[config.mk]
export PLATFORM = sky130hd
export DESIGN_NAME = mem_port_arbiter
export DESIGN_NICKNAME = d
export VERILOG_FILES = /design/src/rtl/mem_port_arbiter.sv
export SDC_FILE = /design/constraint.sdc
export NUM_CORES = 1
export LEC_CHECK = 0
export BUFFER_PORTS_ARGS = -buffer_cell sky130_fd_sc_hd__buf_2
export CAP_MARGIN = 20
export CORE_AREA = 8 8 535 537
export DETAILED_ROUTE_END_ITERATION = 7
export DIE_AREA = 0 0 543 545
export PLACE_DENSITY = 0.31
export SLEW_MARGIN = 20
export SYNTH_ARGS = -nofsm -noshare
export SYNTH_HDL_FRONTEND = slang
export SYNTH_SLANG_ARGS = --single-unit
[constraint.sdc]
create_clock -name clk -period 4 [get_ports clk]
set_input_delay 0.4 -clock clk [delete_from_list [all_inputs] [get_ports clk]]
set_output_delay 0.4 -clock clk [all_outputs]
set_load 0.01 [all_outputs]
[src/rtl/mem_port_arbiter.sv]
// mem_port_arbiter
//   Shares one line-wide memory port between NUM_PORTS cache-side requesters.
//   Only one transaction is in flight at a time. The winning request's address,
//   write line and operation are captured at grant, so requesters may change
//   their inputs freely while the transaction runs.
//
// Ports
//   clk, rst     clock and synchronous active-high reset
//   req_read     per-port read request, held until that port sees req_resp
//   req_write    per-port write request, held until that port sees req_resp
//   req_addr     packed per-port addresses, port p at [p*ADDR_W +: ADDR_W]
//   req_wdata    packed per-port write lines, port p at [p*LINE_W +: LINE_W]
//   req_rdata    read line broadcast to every port (mirrors mem_rdata)
//   req_resp     one-hot completion, asserted only for the granted port
//   mem_read     memory read strobe, high for the whole memory access
//   mem_write    memory write strobe, high for the whole memory access
//   mem_address  captured address of the granted request
//   mem_wdata    captured write line of the granted request
//   mem_rdata    memory read line
//   mem_resp     memory completion pulse
//   grant_id     index of the current or most recent granted port
//   busy         high from grant until the arbiter is back in IDLE
//
// Handshake: a port raises req_read or req_write (write wins if both are high)
// and holds it with stable address/data until req_resp is seen for that port;
// it must drop the request in the following cycle. On the memory side a strobe
// stays high until mem_resp is sampled, then falls in the next cycle.
module mem_port_arbiter #(
    parameter int NUM_PORTS = 2,
    parameter int ADDR_W    = 32,
    parameter int LINE_W    = 256,
    parameter int RR_MODE   = 1,
    localparam int ID_W     = (NUM_PORTS > 1) ? $clog2(NUM_PORTS) : 1
) (
    input  logic                        clk,
    input  logic                        rst,
    input  logic [NUM_PORTS-1:0]        req_read,
    input  logic [NUM_PORTS-1:0]        req_write,
    input  logic [NUM_PORTS*ADDR_W-1:0] req_addr,
    input  logic [NUM_PORTS*LINE_W-1:0] req_wdata,
    output logic [LINE_W-1:0]           req_rdata,
    output logic [NUM_PORTS-1:0]        req_resp,
    output logic                        mem_read,
    output logic                        mem_write,
    output logic [ADDR_W-1:0]           mem_address,
    output logic [LINE_W-1:0]           mem_wdata,
    input  logic [LINE_W-1:0]           mem_rdata,
    input  logic                        mem_resp,
    output logic [ID_W-1:0]             grant_id,
    output logic                        busy
);

    typedef enum logic [1:0] {
        IDLE = 2'd0,
        BUSY = 2'd1,
        DONE = 2'd2
    } state_t;

    state_t               state;
    logic [ID_W-1:0]      rr_ptr;
    logic [ADDR_W-1:0]    lat_addr;
    logic [LINE_W-1:0]    lat_wdata;
    logic [NUM_PORTS-1:0] req_any;
    logic                 win_found;
    logic [ID_W-1:0]      win_id;
    int                   idx;

    assign req_any = req_read | req_write;

    // Winner search. In round-robin mode the scan starts at rr_ptr and wraps;
    // in fixed-priority mode it starts at port 0.
    always_comb begin
        win_found = 1'b0;
        win_id    = '0;
        idx       = 0;
        for (int i = 0; i < NUM_PORTS; i++) begin
            if (RR_MODE != 0) idx = int'(rr_ptr) + i;
            else              idx = i;
            if (idx >= NUM_PORTS) idx = idx - NUM_PORTS;
            if (!win_found && req_any[ID_W'(idx)]) begin
                win_found = 1'b1;
                win_id    = ID_W'(idx);
            end
        end
    end

    always_ff @(posedge clk) begin
        if (rst) begin
            state     <= IDLE;
            rr_ptr    <= '0;
            grant_id  <= '0;
            lat_addr  <= '0;
            lat_wdata <= '0;
            mem_read  <= 1'b0;
            mem_write <= 1'b0;
        end else begin
            case (state)
                IDLE: begin
                    if (win_found) begin
                        grant_id  <= win_id;
                        lat_addr  <= req_addr[int'(win_id)*ADDR_W +: ADDR_W];
                        lat_wdata <= req_wdata[int'(win_id)*LINE_W +: LINE_W];
                        // A port asserting both read and write gets a write.
                        mem_write <= req_write[win_id];
                        mem_read  <= ~req_write[win_id];
                        if (int'(win_id) == NUM_PORTS - 1) rr_ptr <= '0;
                        else                               rr_ptr <= win_id + 1'b1;
                        state     <= BUSY;
                    end
                end
                BUSY: begin
                    if (mem_resp) begin
                        mem_read  <= 1'b0;
                        mem_write <= 1'b0;
                        state     <= DONE;
                    end
                end
                DONE: begin
                    // Gives the requester a cycle to drop its request.
                    state <= IDLE;
                end
                default: begin
                    mem_read  <= 1'b0;
                    mem_write <= 1'b0;
                    state     <= IDLE;
                end
            endcase
        end
    end

    // Completion is combinational so the requester sees it in the same cycle
    // memory responds.
    always_comb begin
        req_resp = '0;
        if (state == BUSY && mem_resp) req_resp[grant_id] = 1'b1;
    end

    assign req_rdata   = mem_rdata;
    assign mem_address = lat_addr;
    assign mem_wdata   = lat_wdata;
    assign busy        = (state != IDLE);

endmodule

==> flow_summary.ini, run 1 <==
[timing]
rsz0062_at_grt = no
worst_slew_pin_slew_ps = 1150
max_freq_mhz = 399
final.setup.tns_ps = 0
final_hold_viol_count = 0
fin_crit_sh = 0.626
slew_headroom = 0.231
min_period_ps = 2500
drv_slew = 0
setup_violations = 0
skew_ps = 22.4

[synth]
yosys-top-cells-count = dfxtp_1 (294), mux2i_1 (289), a21oi_1 (286), a211oi_2 (269), buf_4 (269)
ys_warn_count = 0
synth-seq-cells = 294
synth_top_area_share = 0.349
synth_area_leaders = dfxtp_1 (35%), a211oi_2 (20%), mux2i_1 (17%)
synth_cell_types = 23
syn_avg_cell_area_um2 = 10.5
yosysMostFrequentCell = dfxtp_1
async_flop_share = 0
ys.flop_type = dfxtp_1
synth-edff-count = 0
syn-num-nets = 2442
synth_top_area_cell = dfxtp_1
netlist_instances = 1603
yosysSeqAreaShare = 0.349
synth_area_um2 = 16900

[clocking]
clockRootBuffer = clkbuf_16
htreeDepth = 2
cts_resized = 0
postCtsSetupBuffers = 0
clock-sinks = 294
cts_tree = built
path_clk_slew_ps = 60
cts_buffers = 43
ctsHoldBuffers = 0
cts.path.max_buffers = 3
clk_latency_ps = 630

[routing]
routed_via_density = 2.62
wl_um = 144000
ant_nets = 0
drt_first_pass_iters = 5
drc = 0
num_vias = 15492
wl_per_cell_um = 24.3
drtIter0Drc = 849

[grt]
grt-ovfl-total = 0
grt_max_degree = 135
track_usage = 0.0915
first_global_vias = 16271
grt_pass1_wl_um = 178000
antenna_found_initial = 84

[min_path]
min_path_type = in -> reg
worstHoldStart = req_wdata[33]

[floorplan]
num_rows = 194
start_util = 0.0607
coreArea_um2 = 278000
die_w_um = 543
die_h_um = 545
num_io_pins = 1389
die_area_um2 = 296000

[worst_setup_path]
critPathMaxFanout = 49
startpoint = state[1]$_SDFFE_PP0P_
arrival_ps = 2990
endpoint_kind = flop
rr_startpoint = state[1]$_SDFFE_PP0P_
crit_type = reg -> reg
cp-start-kind = flop
worstPathRequired_ps = 4480

[run]
cap_violations = 0

[layout]
syn_to_final_growth_pct = 47.8
layout.nets = 2996
final_layout_size_suffix_gt1_frac = 0.583
stdcell_count = 5921

[run_status]
outcome = completed

[pwr]
peakVddDrop_uv = 238
p_per_area_nw_per_um2 = 424
power.leakage_uw = 0.00927

[placement]
numPlacedInstances = 5836
gp_congestion = 0.944
dpl.hpwl_um = 123000
io_buffer_count = 875
## cells by family after synthesis
logic type | after synthesis | synth area share
multiplexers | 289 | 0.171
flip-flops | 294 | 0.349
AND/OR/NAND/NOR | 14 | 0.00489
buffers and inverters | 420 | 0.177
AO/OA/AOI/OAI | 586 | 0.298
## state kept, by name, summed over array words and instances, names as in the netlist
register / cells
grant_id: 1
mem_address: 32
mem_read: 1
mem_wdata: 256
mem_write: 1
rr_ptr: 1
state: 2
## stage by stage
stage                 util  power (uW)  worst slack (ps)  hold WS (ps)  cell area (um2)
CTS                 0.0896       10900              1500          29.6            24900
detailed placement  0.0846        6790              1500           487            23500
global route        0.0897       11200              1390          98.2            24900
global placement    0.0846        6780              1560           483            23500
floorplan                -        5520              2590           512            16900
finish              0.0898       10600              1500           125            24900
## cell usage in the layout, fill, tap and decap left out
cell and instances:
nor2_1 4, a21oi_1 286, nand3b_1 1, o211ai_1 2, clkinvlp_4 5, nand3_1 2
a21oi_2 7, buf_4 38, or2_4 1, buf_8 1, bufinv_16 2, nor3b_1 1
dfxtp_4 1, o21ai_0 3, diode_2 14, clkbuf_1 7, or3_1 2, nor2_2 1
clkbuf_16 45, clkbuf_8 9, nor2_4 2, dfxtp_1 293, buf_2 874, inv_1 1
a211oi_2 269, inv_2 1, a211oi_1 19, mux2i_1 289, buf_12 14, clkinv_2 3
## final cells by class
type                       instances  area (um2)
antenna                           14        35.0
inverter                           2        7.51
clock buffer                      61        1280
multi-input combinational        889        8010
timing repair buffer             927        4950
fill                           32457      253000
clock inverter                    10         113
tap                             3724        4660
sequential                       294        5890
## critical path, cell delays in order (launching register included)
cell      delay (ps)
dfxtp_1          350
nor2_4           520
inv_2            210
nor2_4           220
buf_12           260
buf_4            420
a211oi_2         110
## final timing paths
check / to / slack [ps] / cells past startpoint
worst max register to register: mem_wdata[129]$_SDFFE_PP0P_ / 1500 / 6
worst max-delay path: mem_wdata[129]$_SDFFE_PP0P_ / 1500 / 6
worst min-delay path: mem_wdata[33]$_SDFFE_PP0P_ / 130 / 3
worst min register to register: mem_write$_SDFFE_PP0P_ / 500 / 2
## report_power, final
part | switching (uW) | total, uW | internal [uW]
sequential | 211 | 3510 | 3300
combinational | 1970 | 3130 | 1160
clock | 1610 | 3940 | 2330
total | 3800 | 10600 | 6780
## routing by layer
metal	GRT usage	vias to the layer above	wire, um
li1	-	6801	-
met1	0.0924	7145	49700
met2	0.143	998	63600
met3	0.0632	486	21800
met4	0.0458	62	8240
met5	0	-	420
Power figures use the tool's default switching activity.
==> run 2, diff against run 1 <==
- ABC_AREA: unset -> 1
- CORE_AREA: 8 8 535 537 -> 8 8 529 531
- DIE_AREA: 0 0 543 545 -> 0 0 537 539
- PLACE_DENSITY: 0.31 -> 0.32
- clock period: 4 -> 2.5 ns (I/O delays scaled with it)
==> run 2 against run 1 <==
Sequential power grew 57%. Combinational power increased by 96%. Clock power grew 61%. Total power increased by 70%. Non-clock buffer count is 589 higher. Die area is 2.2% lower. Critical path type unchanged.
==> flow_summary.ini, run 2 <==
[placement]
gp_congestion = 0.886
io_buffer_count = 875
dpl.hpwl_um = 139000
dpl_cell_area_um2 = 24300

[min_path]
min_path_type = in -> reg

[pwr]
power.leakage_uw = 0.0152
p_int_uw = 11400
peakVddDrop_uv = 413
p_per_area_nw_per_um2 = 573
clkPwrFrac = 0.352
seqPwrFrac = 0.306
p_comb_frac = 0.342
swShare = 0.365
power.switching_uw = 6560
power_uw = 18000

[routing]
wl_um = 169000
drc = 0
num_vias = 23193
drtIter0Drc = 1680
ant_nets = 0
routed_via_density = 3.18
drt_first_pass_iters = 6
wl_per_cell_um = 23.2

[floorplan]
die_area_um2 = 289000
die_w_um = 537
num_rows = 192
die_h_um = 539
num_io_pins = 1389
start_util = 0.0651
coreArea_um2 = 272000

[grt]
antenna_found_initial = 132
grt_pass1_wl_um = 215000
grt_max_degree = 131
first_global_vias = 22903
grt-ovfl-total = 0
track_usage = 0.109

[timing]
fin_crit_sh = 0.912
worst_slew_pin_slew_ps = 675
final_hold_viol_count = 0
drv_slew = 0
setup_violations = 0
hold_ws_ps = 41.2
max_freq_mhz = 439
rsz0062_at_grt = no
slew_headroom = 0.550
skew_ps = 25.6
min_period_ps = 2280
final.setup.tns_ps = 0

[layout]
layout_commonest_cell = buf_2
layout.nets = 4456
finalInstanceArea_um2 = 31400
final_layout_size_suffix_gt1_frac = 0.288
layout_common_cells = buf_2 (875), nand2_1 (581), nand4_1 (576), dlygate4sd3_1 (543), dfxtp_1 (293)
syn_to_final_growth_pct = 77.5
largest_reg_flops = 256

[clocking]
cts_buffers = 45
htreeDepth = 2
path_clk_slew_ps = 60
clockRootBuffer = clkbuf_16
clock-sinks = 294
clk_latency_ps = 670
cts.path.max_buffers = 3
cts_tree = built

[synth]
synth_top_area_cell = dfxtp_1
synth_cell_types = 22
synth-seq-cells = 294
async_flop_share = 0
syn_avg_cell_area_um2 = 6.90
synth_area_um2 = 17700
ys_warn_count = 0
yosysSeqAreaShare = 0.333
synth_area_leaders = dfxtp_1 (33%), nand4_1 (20%), buf_4 (12%)
yosys-top-cells-count = nand2_1 (581), nand4_1 (576), dfxtp_1 (294), buf_4 (291)
synth_top_area_share = 0.333
synth-edff-count = 0
yosysMostFrequentCell = nand2_1
ys.flop_type = dfxtp_1
syn-num-nets = 3403
netlist_instances = 2564

[worst_setup_path]
crit_type = reg -> reg
worstPathRequired_ps = 3110
endpoint_kind = flop
arrival_ps = 2890
critPathMaxFanout = 24
cp-start-kind = flop

[run_status]
outcome = completed

[run]
cap_violations = 0
-- run 2: cell types whose count changed in the layout (fill, tap and decap cells not counted), sizes merged, moves of 33 or more --
| cell | delta |
|---|---|
| inv | +296 |
| buf | +44 |
| a211oi | -288 |
| a21oi | -289 |
| mux2i | -289 |
| nand4 | +576 |
| nand3 | +288 |
| nand2 | +584 |
| dlygate4sd3 | +543 |
| diode | +33 |
-- run 2: area by class of cell --
cell class	count	area [um2]
antenna	47	118
clock buffer	67	1300
clock inverter	14	110
fill	31993	241000
inverter	296	1130
multi-input combinational	1464	7360
sequential	294	5890
tap	3589	4490
timing repair buffer	1516	11000
-- run 2: final timing paths --
path | startpoint | slack [ps] | cells past startpoint | end
min | req_wdata[485] | 40 | 5 | mem_wdata[229]$_SDFFE_PP0P_
max reg2reg | state[0]$_SDFFE_PP0P_ | 220 | 9 | mem_wdata[108]$_SDFFE_PP0P_
min reg2reg | grant_id$_SDFFE_PP0P_ | 490 | 2 | grant_id$_SDFFE_PP0P_
max | state[0]$_SDFFE_PP0P_ | 220 | 9 | mem_wdata[108]$_SDFFE_PP0P_
-- run 2: stage by stage --
stage                     setup WS [ps]  utilization  std cells
after floorplan                    1300            -       2564
after global placement              368       0.0892       6607
after detailed placement            371       0.0892       6607
after CTS                          14.8        0.114       7232
after global routing               67.3        0.115       7259
final                               221        0.116       7287
-- run 2: repair_timing --
item | CTS | global route
pin swaps | 1 | 1
resized for setup | 1 | 11
hold buffers | 543 | 0
setup endpoints to repair | 1 | 107
cloned | 0 | 3
hold endpoints to repair | 291 | 0
buffers inserted | 1 | 5
-- run 2: logic make-up after synthesis --
group | count (synthesis) | synth area share
compound gates | 8 | 0.00226
buf+inv | 807 | 0.254
flops | 294 | 0.333
simple gates | 1455 | 0.412
-- run 2: power groups by stage --
stage,sequential [uW],combinational (uW),clock (uW)
floorplan,5780,2750,0
finish,5510,6150,6330
global placement,5600,4970,0
CTS,5520,6150,6670
detailed placement,5610,4960,0
global route,5580,6730,6790
-- run 2: per-layer routing --
| metal | global-route usage | wire, um | vias to the layer above |
|---|---|---|---|
| li1 | - | - | 10622 |
| met1 | 0.116 | 58900 | 10764 |
| met2 | 0.170 | 74100 | 1230 |
| met3 | 0.0655 | 25600 | 487 |
| met4 | 0.0544 | 9550 | 90 |
| met5 | 0 | 563 | - |
-- run 2: worst max-delay path: stages (launching register included) --
cell           delay (ps)
dfxtp_1               350
nor2_4                220
buf_12                180
buf_16                190
buf_4                 250
nand4_1               140
nand3_1               130
dlygate4sd3_1         560
nand2_1                50
inv_1                  50
